<file path="src/rtl/trig_pkg.sv">
// trig_pkg: shared Q9.7 constants, CORDIC tables, fold encoding and FSM/divider types
// for the trig table writer.
package trig_pkg;

    // Q9.7 output format
    localparam int Q_W    = 16;
    localparam int Q_FRAC = 7;
    localparam int Q_ONE  = 1 << Q_FRAC;
    localparam int Q_RND  = 1 << (Q_FRAC - 1);
    localparam logic signed [Q_W-1:0] TRIG_SAT = 16'sd32767;

    // CORDIC datapath: x/y in Q2.14, z in binary-angle units (2^16 per turn)
    localparam int CORDIC_W = 18;
    localparam logic signed [CORDIC_W-1:0] CORDIC_K = 18'sd9949;

    // atan(2^-i) expressed in binary-angle units, 2^14 == pi/2
    localparam logic signed [CORDIC_W-1:0] ATAN_TAB [16] = '{
        18'sd8192, 18'sd4836, 18'sd2555, 18'sd1297,
        18'sd651,  18'sd326,  18'sd163,  18'sd81,
        18'sd41,   18'sd20,   18'sd10,   18'sd5,
        18'sd3,    18'sd1,    18'sd1,    18'sd0
    };

    // quadrant = angle[9:8]; selects how first-quadrant (s, c) map to (sin, cos)
    typedef enum logic [1:0] {QUAD_0, QUAD_1, QUAD_2, QUAD_3} quad_e;

    typedef enum logic [2:0] {
        S_IDLE, S_CORDIC, S_FOLD, S_DIV_TAN, S_DIV_COT, S_WRITE, S_DONE
    } state_e;

    typedef struct packed {
        logic signed [Q_W-1:0] num;
        logic signed [Q_W-1:0] den;
    } div_req_t;

    // saturated quotient for a zero divisor, signed like the numerator
    function automatic logic signed [Q_W-1:0] sat_sign(input logic signed [Q_W-1:0] v);
        return v[Q_W-1] ? -TRIG_SAT : TRIG_SAT;
    endfunction

endpackage

</file>
<file path="src/rtl/trig_seq_div.sv">
// trig_seq_div: 16-cycle signed-magnitude restoring divider, quotient truncated toward
// zero. A zero divisor skips the iterations and pulses done on the next cycle with
// div_zero set so the caller can substitute its saturated value.
module trig_seq_div
    import trig_pkg::*;
(
    input  logic                  clk,
    input  logic                  rst,
    input  logic                  start,
    input  div_req_t              req,
    output logic                  busy,
    output logic                  done,
    output logic                  div_zero,
    output logic signed [Q_W-1:0] quot
);

    logic [Q_W-1:0] acc, rem, dvs;
    logic [Q_W-1:0] acc_nx, rem_nx;
    logic [Q_W:0]   rem_sh;
    logic [3:0]     cnt;
    logic           neg;

    function automatic logic [Q_W-1:0] mag(input logic signed [Q_W-1:0] v);
        return v[Q_W-1] ? Q_W'(-v) : Q_W'(v);
    endfunction

    // one restoring step: shift in the next dividend bit, subtract if it fits
    always_comb begin
        rem_sh = {rem, acc[Q_W-1]};
        if (rem_sh >= {1'b0, dvs}) begin
            rem_nx = Q_W'(rem_sh - {1'b0, dvs});
            acc_nx = {acc[Q_W-2:0], 1'b1};
        end else begin
            rem_nx = rem_sh[Q_W-1:0];
            acc_nx = {acc[Q_W-2:0], 1'b0};
        end
    end

    // operand capture, iteration count and sign restore on the final step
    always_ff @(posedge clk) begin
        if (rst) begin
            busy     <= 1'b0;
            done     <= 1'b0;
            div_zero <= 1'b0;
            quot     <= '0;
            acc      <= '0;
            rem      <= '0;
            dvs      <= '0;
            cnt      <= '0;
            neg      <= 1'b0;
        end else begin
            done <= 1'b0;
            if (busy) begin
                acc <= acc_nx;
                rem <= rem_nx;
                cnt <= cnt + 1'b1;
                if (cnt == 4'(Q_W - 1)) begin
                    busy <= 1'b0;
                    done <= 1'b1;
                    quot <= neg ? -signed'(acc_nx) : signed'(acc_nx);
                end
            end else if (start) begin
                neg <= req.num[Q_W-1] ^ req.den[Q_W-1];
                acc <= mag(req.num);
                dvs <= mag(req.den);
                rem <= '0;
                cnt <= '0;
                if (req.den == '0) begin
                    div_zero <= 1'b1;
                    done     <= 1'b1;
                    quot     <= '0;
                end else begin
                    div_zero <= 1'b0;
                    busy     <= 1'b1;
                end
            end
        end
    end

endmodule

</file>
<file path="src/rtl/trig_table_writer.sv">
// trig_table_writer: builds the 1024-entry {sin, cos, tan, cot} Q9.7 table through the
// BRAM write port. First-quadrant sin/cos come from an iterative CORDIC and are folded
// by quadrant; tan/cot reuse one sequential divider.
// Optional: TRIGGEN_CHECKSUM_EN adds a 64-bit XOR checksum of all written words.
module trig_table_writer
    import trig_pkg::*;
#(
    parameter int ADDR_W       = 10,
    parameter int CORDIC_ITERS = 14,
    parameter int INT_W        = 18
) (
    input  logic              clk,
    input  logic              rst,
    input  logic              start,
    output logic              busy,
    output logic              done,
    output logic              wr_en,
    output logic [ADDR_W-1:0] wr_addr,
    output logic [63:0]       wr_data
`ifdef TRIGGEN_CHECKSUM_EN
    ,
    output logic [63:0]       checksum
`endif
);

    state_e                   state;
    logic [ADDR_W-1:0]        angle, nxt_angle;
    logic [ADDR_W-3:0]        phase;
    quad_e                    quad;
    logic [ADDR_W+3:0]        z_now, z_nxt;
    logic signed [INT_W-1:0]  cx, cy, cz, xs, ys, cx_nx, cy_nx, cz_nx;
    logic [3:0]               it;
    logic signed [Q_W-1:0]    rnd_s, rnd_c, s1, c1, fs, fc;
    logic signed [Q_W-1:0]    sin_r, cos_r, tan_r, tan_v, cot_v;
    logic                     div_start, div_busy, div_done, div_zero;
    logic signed [Q_W-1:0]    div_q;
    div_req_t                 div_req;

    assign phase     = angle[ADDR_W-3:0];
    assign quad      = quad_e'(angle[ADDR_W-1 -: 2]);
    assign nxt_angle = angle + 1'b1;
    // phase step of one table entry is 64 binary-angle units
    assign z_now     = {phase, 6'b0};
    assign z_nxt     = {nxt_angle[ADDR_W-3:0], 6'b0};

    // one CORDIC micro-rotation toward z = 0
    always_comb begin
        xs = cx >>> it;
        ys = cy >>> it;
        if (!cz[INT_W-1]) begin
            cx_nx = cx - ys;
            cy_nx = cy + xs;
            cz_nx = cz - INT_W'(ATAN_TAB[it]);
        end else begin
            cx_nx = cx + ys;
            cy_nx = cy - xs;
            cz_nx = cz + INT_W'(ATAN_TAB[it]);
        end
    end

    // round Q2.14 to Q9.7 and map first-quadrant (s, c) into the full circle
    always_comb begin
        rnd_s = 16'((cy + INT_W'(Q_RND)) >>> Q_FRAC);
        rnd_c = 16'((cx + INT_W'(Q_RND)) >>> Q_FRAC);
        if (phase == '0) begin
            s1 = '0;
            c1 = Q_W'(Q_ONE);
        end else begin
            s1 = rnd_s;
            c1 = rnd_c;
        end
        fs = s1;
        fc = c1;
        case (quad)
            QUAD_0: begin fs = s1;  fc = c1;  end
            QUAD_1: begin fs = c1;  fc = -s1; end
            QUAD_2: begin fs = -s1; fc = -c1; end
            QUAD_3: begin fs = -c1; fc = s1;  end
            default: ;
        endcase
    end

    // divider result with the zero-divisor saturation applied
    always_comb begin
        tan_v = div_zero ? sat_sign(sin_r) : div_q;
        cot_v = div_zero ? sat_sign(cos_r) : div_q;
    end

    trig_seq_div u_div (
        .clk      (clk),
        .rst      (rst),
        .start    (div_start),
        .req      (div_req),
        .busy     (div_busy),
        .done     (div_done),
        .div_zero (div_zero),
        .quot     (div_q)
    );

    // table-build sequencer; all outputs registered
    always_ff @(posedge clk) begin
        if (rst) begin
            state       <= S_IDLE;
            busy        <= 1'b0;
            done        <= 1'b0;
            wr_en       <= 1'b0;
            wr_addr     <= '0;
            wr_data     <= '0;
            angle       <= '0;
            cx          <= '0;
            cy          <= '0;
            cz          <= '0;
            it          <= '0;
            sin_r       <= '0;
            cos_r       <= '0;
            tan_r       <= '0;
            div_start   <= 1'b0;
            div_req     <= '0;
`ifdef TRIGGEN_CHECKSUM_EN
            checksum    <= '0;
`endif
        end else begin
            done      <= 1'b0;
            wr_en     <= 1'b0;
            div_start <= 1'b0;
            case (state)
                S_IDLE, S_DONE: begin
                    state <= S_IDLE;
                    if (start) begin
                        busy  <= 1'b1;
                        angle <= '0;
                        cx    <= INT_W'(CORDIC_K);
                        cy    <= '0;
                        cz    <= '0;
                        it    <= '0;
                        state <= S_CORDIC;
`ifdef TRIGGEN_CHECKSUM_EN
                        checksum <= '0;
`endif
                    end
                end
                S_CORDIC: begin
                    if (phase == '0) begin
                        state <= S_FOLD;
                    end else begin
                        cx <= cx_nx;
                        cy <= cy_nx;
                        cz <= cz_nx;
                        it <= it + 1'b1;
                        if (it == 4'(CORDIC_ITERS - 1))
                            state <= S_FOLD;
                    end
                end
                S_FOLD: begin
                    sin_r       <= fs;
                    cos_r       <= fc;
                    div_req.num <= fs <<< Q_FRAC;
                    div_req.den <= fc;
                    div_start   <= 1'b1;
                    state       <= S_DIV_TAN;
                end
                S_DIV_TAN: begin
                    if (div_done && !div_busy) begin
                        tan_r       <= tan_v;
                        div_req.num <= cos_r <<< Q_FRAC;
                        div_req.den <= sin_r;
                        div_start   <= 1'b1;
                        state       <= S_DIV_COT;
                    end
                end
                S_DIV_COT: begin
                    if (div_done && !div_busy) begin
                        wr_en   <= 1'b1;
                        wr_addr <= angle;
                        wr_data <= {sin_r, cos_r, tan_r, cot_v};
                        state   <= S_WRITE;
                    end
                end
                S_WRITE: begin
`ifdef TRIGGEN_CHECKSUM_EN
                    checksum <= checksum ^ wr_data;
`endif
                    angle <= nxt_angle;
                    if (angle == '1) begin
                        done  <= 1'b1;
                        busy  <= 1'b0;
                        state <= S_DONE;
                    end else begin
                        cx    <= INT_W'(CORDIC_K);
                        cy    <= '0;
                        cz    <= INT_W'(z_nxt);
                        it    <= '0;
                        state <= S_CORDIC;
                    end
                end
                default: state <= S_IDLE;
            endcase
        end
    end

    // z_now is the load value at angle 0; kept for symmetry with z_nxt
    logic z_now_zero;
    assign z_now_zero = (z_now == '0);

endmodule

</file>
<file path="config.mk">
export PLATFORM = sky130hd
export DESIGN_NAME = trig_table_writer
export DESIGN_NICKNAME = d
export VERILOG_FILES = /design/src/rtl/trig_pkg.sv /design/src/rtl/trig_seq_div.sv /design/src/rtl/trig_table_writer.sv
export SDC_FILE = /design/constraint.sdc
export NUM_CORES = 1
export LEC_CHECK = 0
export ABC_AREA = 1
export CAP_MARGIN = 20
export CORE_MARGIN = 3
export CORE_UTILIZATION = 55
export DETAILED_ROUTE_END_ITERATION = 8
export HOLD_SLACK_MARGIN = 0.08
export PLACE_DENSITY = 0.73
export SLEW_MARGIN = 20
export SYNTH_ARGS = -nofsm -noshare
export SYNTH_HDL_FRONTEND = slang
export SYNTH_SLANG_ARGS = --single-unit
</file>
<file path="constraint.sdc">
create_clock -name clk -period 4.4 [get_ports clk]
set_input_delay 1.32 -clock clk [delete_from_list [all_inputs] [get_ports clk]]
set_output_delay 1.32 -clock clk [all_outputs]
set_load 0.05 [all_outputs]
</file>
; Yosys cells after proc, flatten, opt, wreduce, memory -nomap -nowiden
; Memories as Yosys holds them, arrays and structs flattened.
; Index checks and enable logic that the tools add are counted.
[op_classes]
eq_ne = 20
n_mux = 68
n_addsub = 17
magnitude_cmp = 2
n_shift = 2
n_bitwise = 5
n_reduce_logical = 23
[op_table]
columns = op, count
row1 = $mux 16, 18
row2 = $mux 18, 13
row3 = $pmux 18 s3, 3
row4 = $pmux 16 s4, 2
row5 = $neg 16->16, 5
row6 = $pmux 32 s2, 1
row7 = $add 18x18->18, 3
row8 = $sub 18x18->18, 3
row9 = $add 18x8->18 const B, 2
row10 = $sshr 18x4->18, 2
row11 = $mux 32, 1
row12 = $mux 4, 5
row13 = $pmux 10 s2, 1
row14 = $pmux 3 s6, 1
row15 = $ge 17x16->1, 1
row16 = $logic_not 16->1, 1
row17 = $sub 16x16->16, 1
row18 = $mux 3, 5
row19 = $mux 1, 14
row20 = $ne 2x2->1 const B, 7
row21 = $pmux 4 s3, 1
row22 = $add 10x1->10 const B, 1
row23 = $eq 10x10->1 const B, 1
row24 = $mux 10, 1
row25 = other kinds (24), 44
[word_totals]
in_bits = 3
wordCells = 164
ff_bits = 301
memories = 1
out_inout_bits = 77
romBits = 288
[memory_table]
columns = name, depth, width, rd, rd_clocked_by_memory_dff, write_ports, line_no
row1 = (name not given), 16, 18, 1, 0, 0, trig_table_writer.sv:57  ; cz_nx = cz + INT_W'(ATAN_TAB[it]);

; Logic depth before layout (Yosys ltp)
[logic_depth]
ltp_word = 8
depth_mapped = 29

; Modules after synthesis
; Synthesis repeated with hierarchy kept, for this count alone.
[hier_totals]
hier_cells = 3096
hier_area_um2 = 20051.7
[by_module_without_submodules]
columns = module, seq_area_each_um2, cells_each, area_per_inst_um2, n_inst
row1 = trig_table_writer, 4444.3, 2407, 15295.9, 1
row2 = trig_seq_div, 1441.4, 689, 4755.8, 1

; Least setup slack after synthesis
; No wires, ideal clock.
[synth_path]
path_kind = reg-to-reg
startpoint = register it[1]
endpoint = register cz[17]
n_path_buf = 3
setup_time_ps = 132
stages_incl_launch_ff = 24
slack_ps = 571
t_arrival_ps = 3696
cell_sequence = dfxtp_1 buf_6 inv_4 buf_6 buf_8 ha_1 inv_1 nand2_1 nand2_1 a22oi_4 ha_1 nand3_1 nor3_1 nand2_1 o31ai_2 a31oi_1 ha_1 nand2_1 nor3_1 nand2_1 o311ai_0 a21oi_1 o21ai_1 a21oi_1
[synth_between]
elab_chain_len = 8
[synth_lines]
columns = item, line_no
row1 = "start, declared", trig_table_writer.sv:32  ; logic [3:0] it;
row2 = "start signal, assigned", trig_table_writer.sv:149  ; it <= it + 1'b1;
row3 = $not 4->5 (implied by the code) (*), "trig_table_writer.sv:53, trig_table_writer.sv:57"
row4 = $mem_v2 16x18 (*), n/a
row5 = $mux 18 (implied by the code) (*) (2 in a row), trig_table_writer.sv:57
row6 = $sub 18x18->18 or $add 18x18->18 (tied branches), "trig_table_writer.sv:53, trig_table_writer.sv:57"
row7 = $mux 18 (*), trig_table_writer.sv:50  ; if (!cz[INT_W-1]) begin
row8 = $mux 18 (*), trig_table_writer.sv:143  ; if (phase == '0) begin
row9 = $pmux 18 s3 (*), trig_table_writer.sv:126  ; case (state)
row10 = "end signal, assigned", trig_table_writer.sv:148  ; cz <= cz_nx;
row11 = "end signal, assigned", trig_table_writer.sv:191  ; cz <= INT_W'(z_nxt);
row12 = "end, declared", trig_table_writer.sv:31  ; logic signed [INT_W-1:0] cx, cy, cz, xs, ys, cx_nx, cy_nx, cz_nx;
; Every way passes the cells marked *; elsewhere a longest branch is shown, timed or not. The select of a mux whose other input is x is not followed.
; A chain may end at the register's enable or synchronous reset.

; Worst setup path in the final report
[layout_path]
startpoint = register it[3]
endpoint = register cz[16]
; The elaborated chain is that of the path after synthesis.

==> run_results.csv <==
group,metric,value,unit
die,core,34630,sq um
yosys,synthCells,2953,
setup_path,setup.worst_path.start_class,"flop",
sta,worstMarginPinSlew,975.7,ps
sta,tns,0,ps
routing,final_antenna_net_count,0,
die,die_x,193.9,microns
grt,grt_first_pass_wirelength,98350,microns
setup_path,cp-endpoint,"cz[16]",
routing,vias,20140,
yosys,synth_seq_cells,294,
finish,fin_nets,3068,
routing,dr.first_iter.drc_count,1853,
yosys,syn_area,19410,sq um
sta,rsz0062_at_grt,"no",
setup_path,path_class,"flop to flop",
place,hpwl,46320,microns
clocking,clkTransAtPathRegs,60,ps
yosys,yosys_warnings,0,
finish,area_delta_synth_final,11.47,%
sta,slew_headroom,34.71,%
die,dieArea,37590,sq um
clocking,cts_tree,"done",
finish,layout-drive-gt1-share,6.878,%
run,cap_violations,0,
yosys,synth_mux_area_share,0,%
die,initial_core_util,56.06,%
grt,grt_pass1_vias,18540,
yosys,async_reset_ff_share,0,%
die,core.rowCount,68,
clocking,clock_sinks,294,
clocking,postCtsSetupBuffers,0,
clocking,cts-root-buf,"clkbuf_16",
routing,route.detailed.drc,0,
sta,hold_viol,0,
setup_path,r2r-start,"it[3]",
sta,slew_violations,0,
power_and_ir_drop,power_density,658.4,nW/um^2
grt,grt_max_degree,72,
yosys,ys.flop_type,"dfxtp_1",
grt,antenna_found_initial,1,
setup_path,worstRegToRegCells,19,
clocking,clk-insertion-delay-late,540,ps
yosys,syn_avg_cell_area,6.574,sq um
status,status,"complete, no violations",
place,placed_cell_area,20460,sq um
yosys,ys_types,61,
clocking,max-clock-path-buffers,3,
setup_path,cp_data_required_time,4860,ps
power_and_ir_drop,irDropWorstVdd,682.0,uV
grt,grt_util_all_layers,31.67,%
sta,finalCritPeriodShare,91.95,%
sta,finalClockSkew,18.66,ps
sta,setup_violations,0,
yosys,synth_compound_gate_area_share,21.32,%
routing,drt-pass1-iter-count,7,
yosys,ys_top_cells_by_count,"nand2_1 (667), dfxtp_1 (294), a21oi_1 (287)",
setup_path,rr_endpoint,"cz[16]",
grt,grt-ovfl-total,0,
routing,vias_per_cell,5.838,
setup_path,startpoint,"it[3]",
finish,final_cell_area,21640,sq um
sta,holdWs,451.7,ps
yosys,synth-simple-area-share,29.20,%
yosys,synth_area_leaders,"dfxtp_1 (30%), nand2_1 (13%), a21oi_1 (7.4%), o21ai_0 (6.8%), nand3_1 (6.2%)",
sta,fin_crit,4046,ps
power_and_ir_drop,p_leak,9.822,nW
yosys,yosysTopAreaCell,"dfxtp_1",
setup_path,crit_fanout,18,
die,io_pins,80,
clocking,cts_max_level,2,
setup_path,arrival,4500,ps
place,portBuffers,79,
routing,avgRoutedWirePerCell,17.97,microns
routing,drt-total-wl,61980,microns
yosys,netlist.area_leader.share,30.32,%
yosys,syn-num-nets,3048,
finish,fillers,3226,
yosys,synth_top_family_by_area,"simple AND/OR/NAND/NOR gates",
yosys,yosysSeqAreaShare,30.32,%
finish,diodes,0,
yosys,yosysMostFrequentCell,"nand2_1",
sta,max_freq,247.2,MHz
yosys,synth-xor-area-share,4.060,%
setup_path,reg2reg_slack,350,ps
yosys,synth_edf_count,0,
yosys,synthAdderAreaFrac,6.084,%
place,place.gp.congestion,0.9493,
die,dieHeight,193.9,microns
clocking,numCtsBuffers,34,
setup_path,worst_setup_path_end_kind,"flop",
worst_hold_path,min_path_type,"flop to flop",
## worst min path at each step
stage                  start            end  slack (ps)  cells past startpoint
2_1_floorplan    div_req[10]    div_req[10]         430                      2
3_3_place_gp     div_req[10]    div_req[10]         440                      2
3_5_place_dp     div_req[10]    div_req[10]         440                      2
4_1_cts          div_req[10]    div_req[10]         450                      2
5_1_grt        u_div.quot[1]  u_div.quot[1]         480                      2
6_report         div_req[10]    div_req[10]         450                      2
## logic make-up after synthesis
| logic type | count (synthesis) |
|---|---|
| xor+xnor | 90 |
| compound gates | 745 |
| fa+ha+maj | 92 |
| buf+inv | 417 |
| simple gates | 1315 |
| flops | 294 |
## timing repair
| item | in CTS | in global routing |
|---|---|---|
| gates resized for setup | 0 | 12 |
| hold buffers | 0 | 0 |
| endpoints found under the setup margin | 0 | 9 |
## area by class of cell
cell class              count  area [sq um]  share of cell area [%]
clock inverters            10         147.6                  0.6823
repair buffers            128          1185                   5.476
well taps                 455         569.3                   2.631
clock buffers              48          1005                   4.643
flip-flops and latches    294          5886                   27.20
multi-input cells        2242         11820                   54.61
inverters                 273          1031                   4.764
## placed cells by master, fill, tap and decap left out, drive strengths merged, types with 23 or more instances in the layout
cell type	n
a21oi	294
a31oi	53
buf	50
clkbuf	48
clkdlybuf4s50	78
dfxtp	294
ha	88
inv	269
nand2	681
nand3	251
nand4	28
nor2	284
nor3	41
o21ai	286
o22ai	27
xnor2	23
xor2	67
## where the power goes
part	switching, mW	internal, mW	leakage (nW)
clock	1.17	1.77	0.571
combinational	5.36	2.62	6.87
sequential	0.380	2.95	2.38
## through the flow
step,power (mW),util [%],setup slack (ps),instances
5_1_grt,15.37,62.49,17.38,3450
6_report,14.25,62.49,354.0,3450
3_3_place_gp,11.01,59.08,252.6,3392
4_1_cts,14.08,62.41,163.4,3450
3_5_place_dp,11.09,59.08,172.7,3392
2_1_floorplan,9.179,-,571.5,2953
## per-layer routing
metal  part of all wire, %  track usage (%)  vias to the layer above  wire length [microns]
li1                      -                -                     9951                      -
met1                    43            40.61                     9331                  26460
met2                    47            54.69                      716                  29420
met3                   5.9            3.701                      140                   3642
met4                   3.9            12.45                        2                   2444
met5                 0.021                0                        -                     13
## sequential cells by signal (all words and copies together), names as in the netlist, 18 cells and up
register / flops
wr_data: 64
div_req: 25
cx: 18
cz: 18
cy: 18
## worst max-delay path: stages, from the launching register on
cell and delay (ps):
dfxtp_1 700, inv_2 320, nor2_1 280, inv_1 100, o21ai_1 290, nor2_1 90, nand4_2 110, o21ai_0 150
xnor2_1 310, ha_1 340, a21oi_1 220, o21a_1 140, nand3_1 120, nand2_1 80, nand2_1 80, a21oi_1 160
o21bai_1 90, a21oi_1 120, o21ai_0 130, a21oi_1 130
No activity file was read; power rests on OpenSTA's default activity.
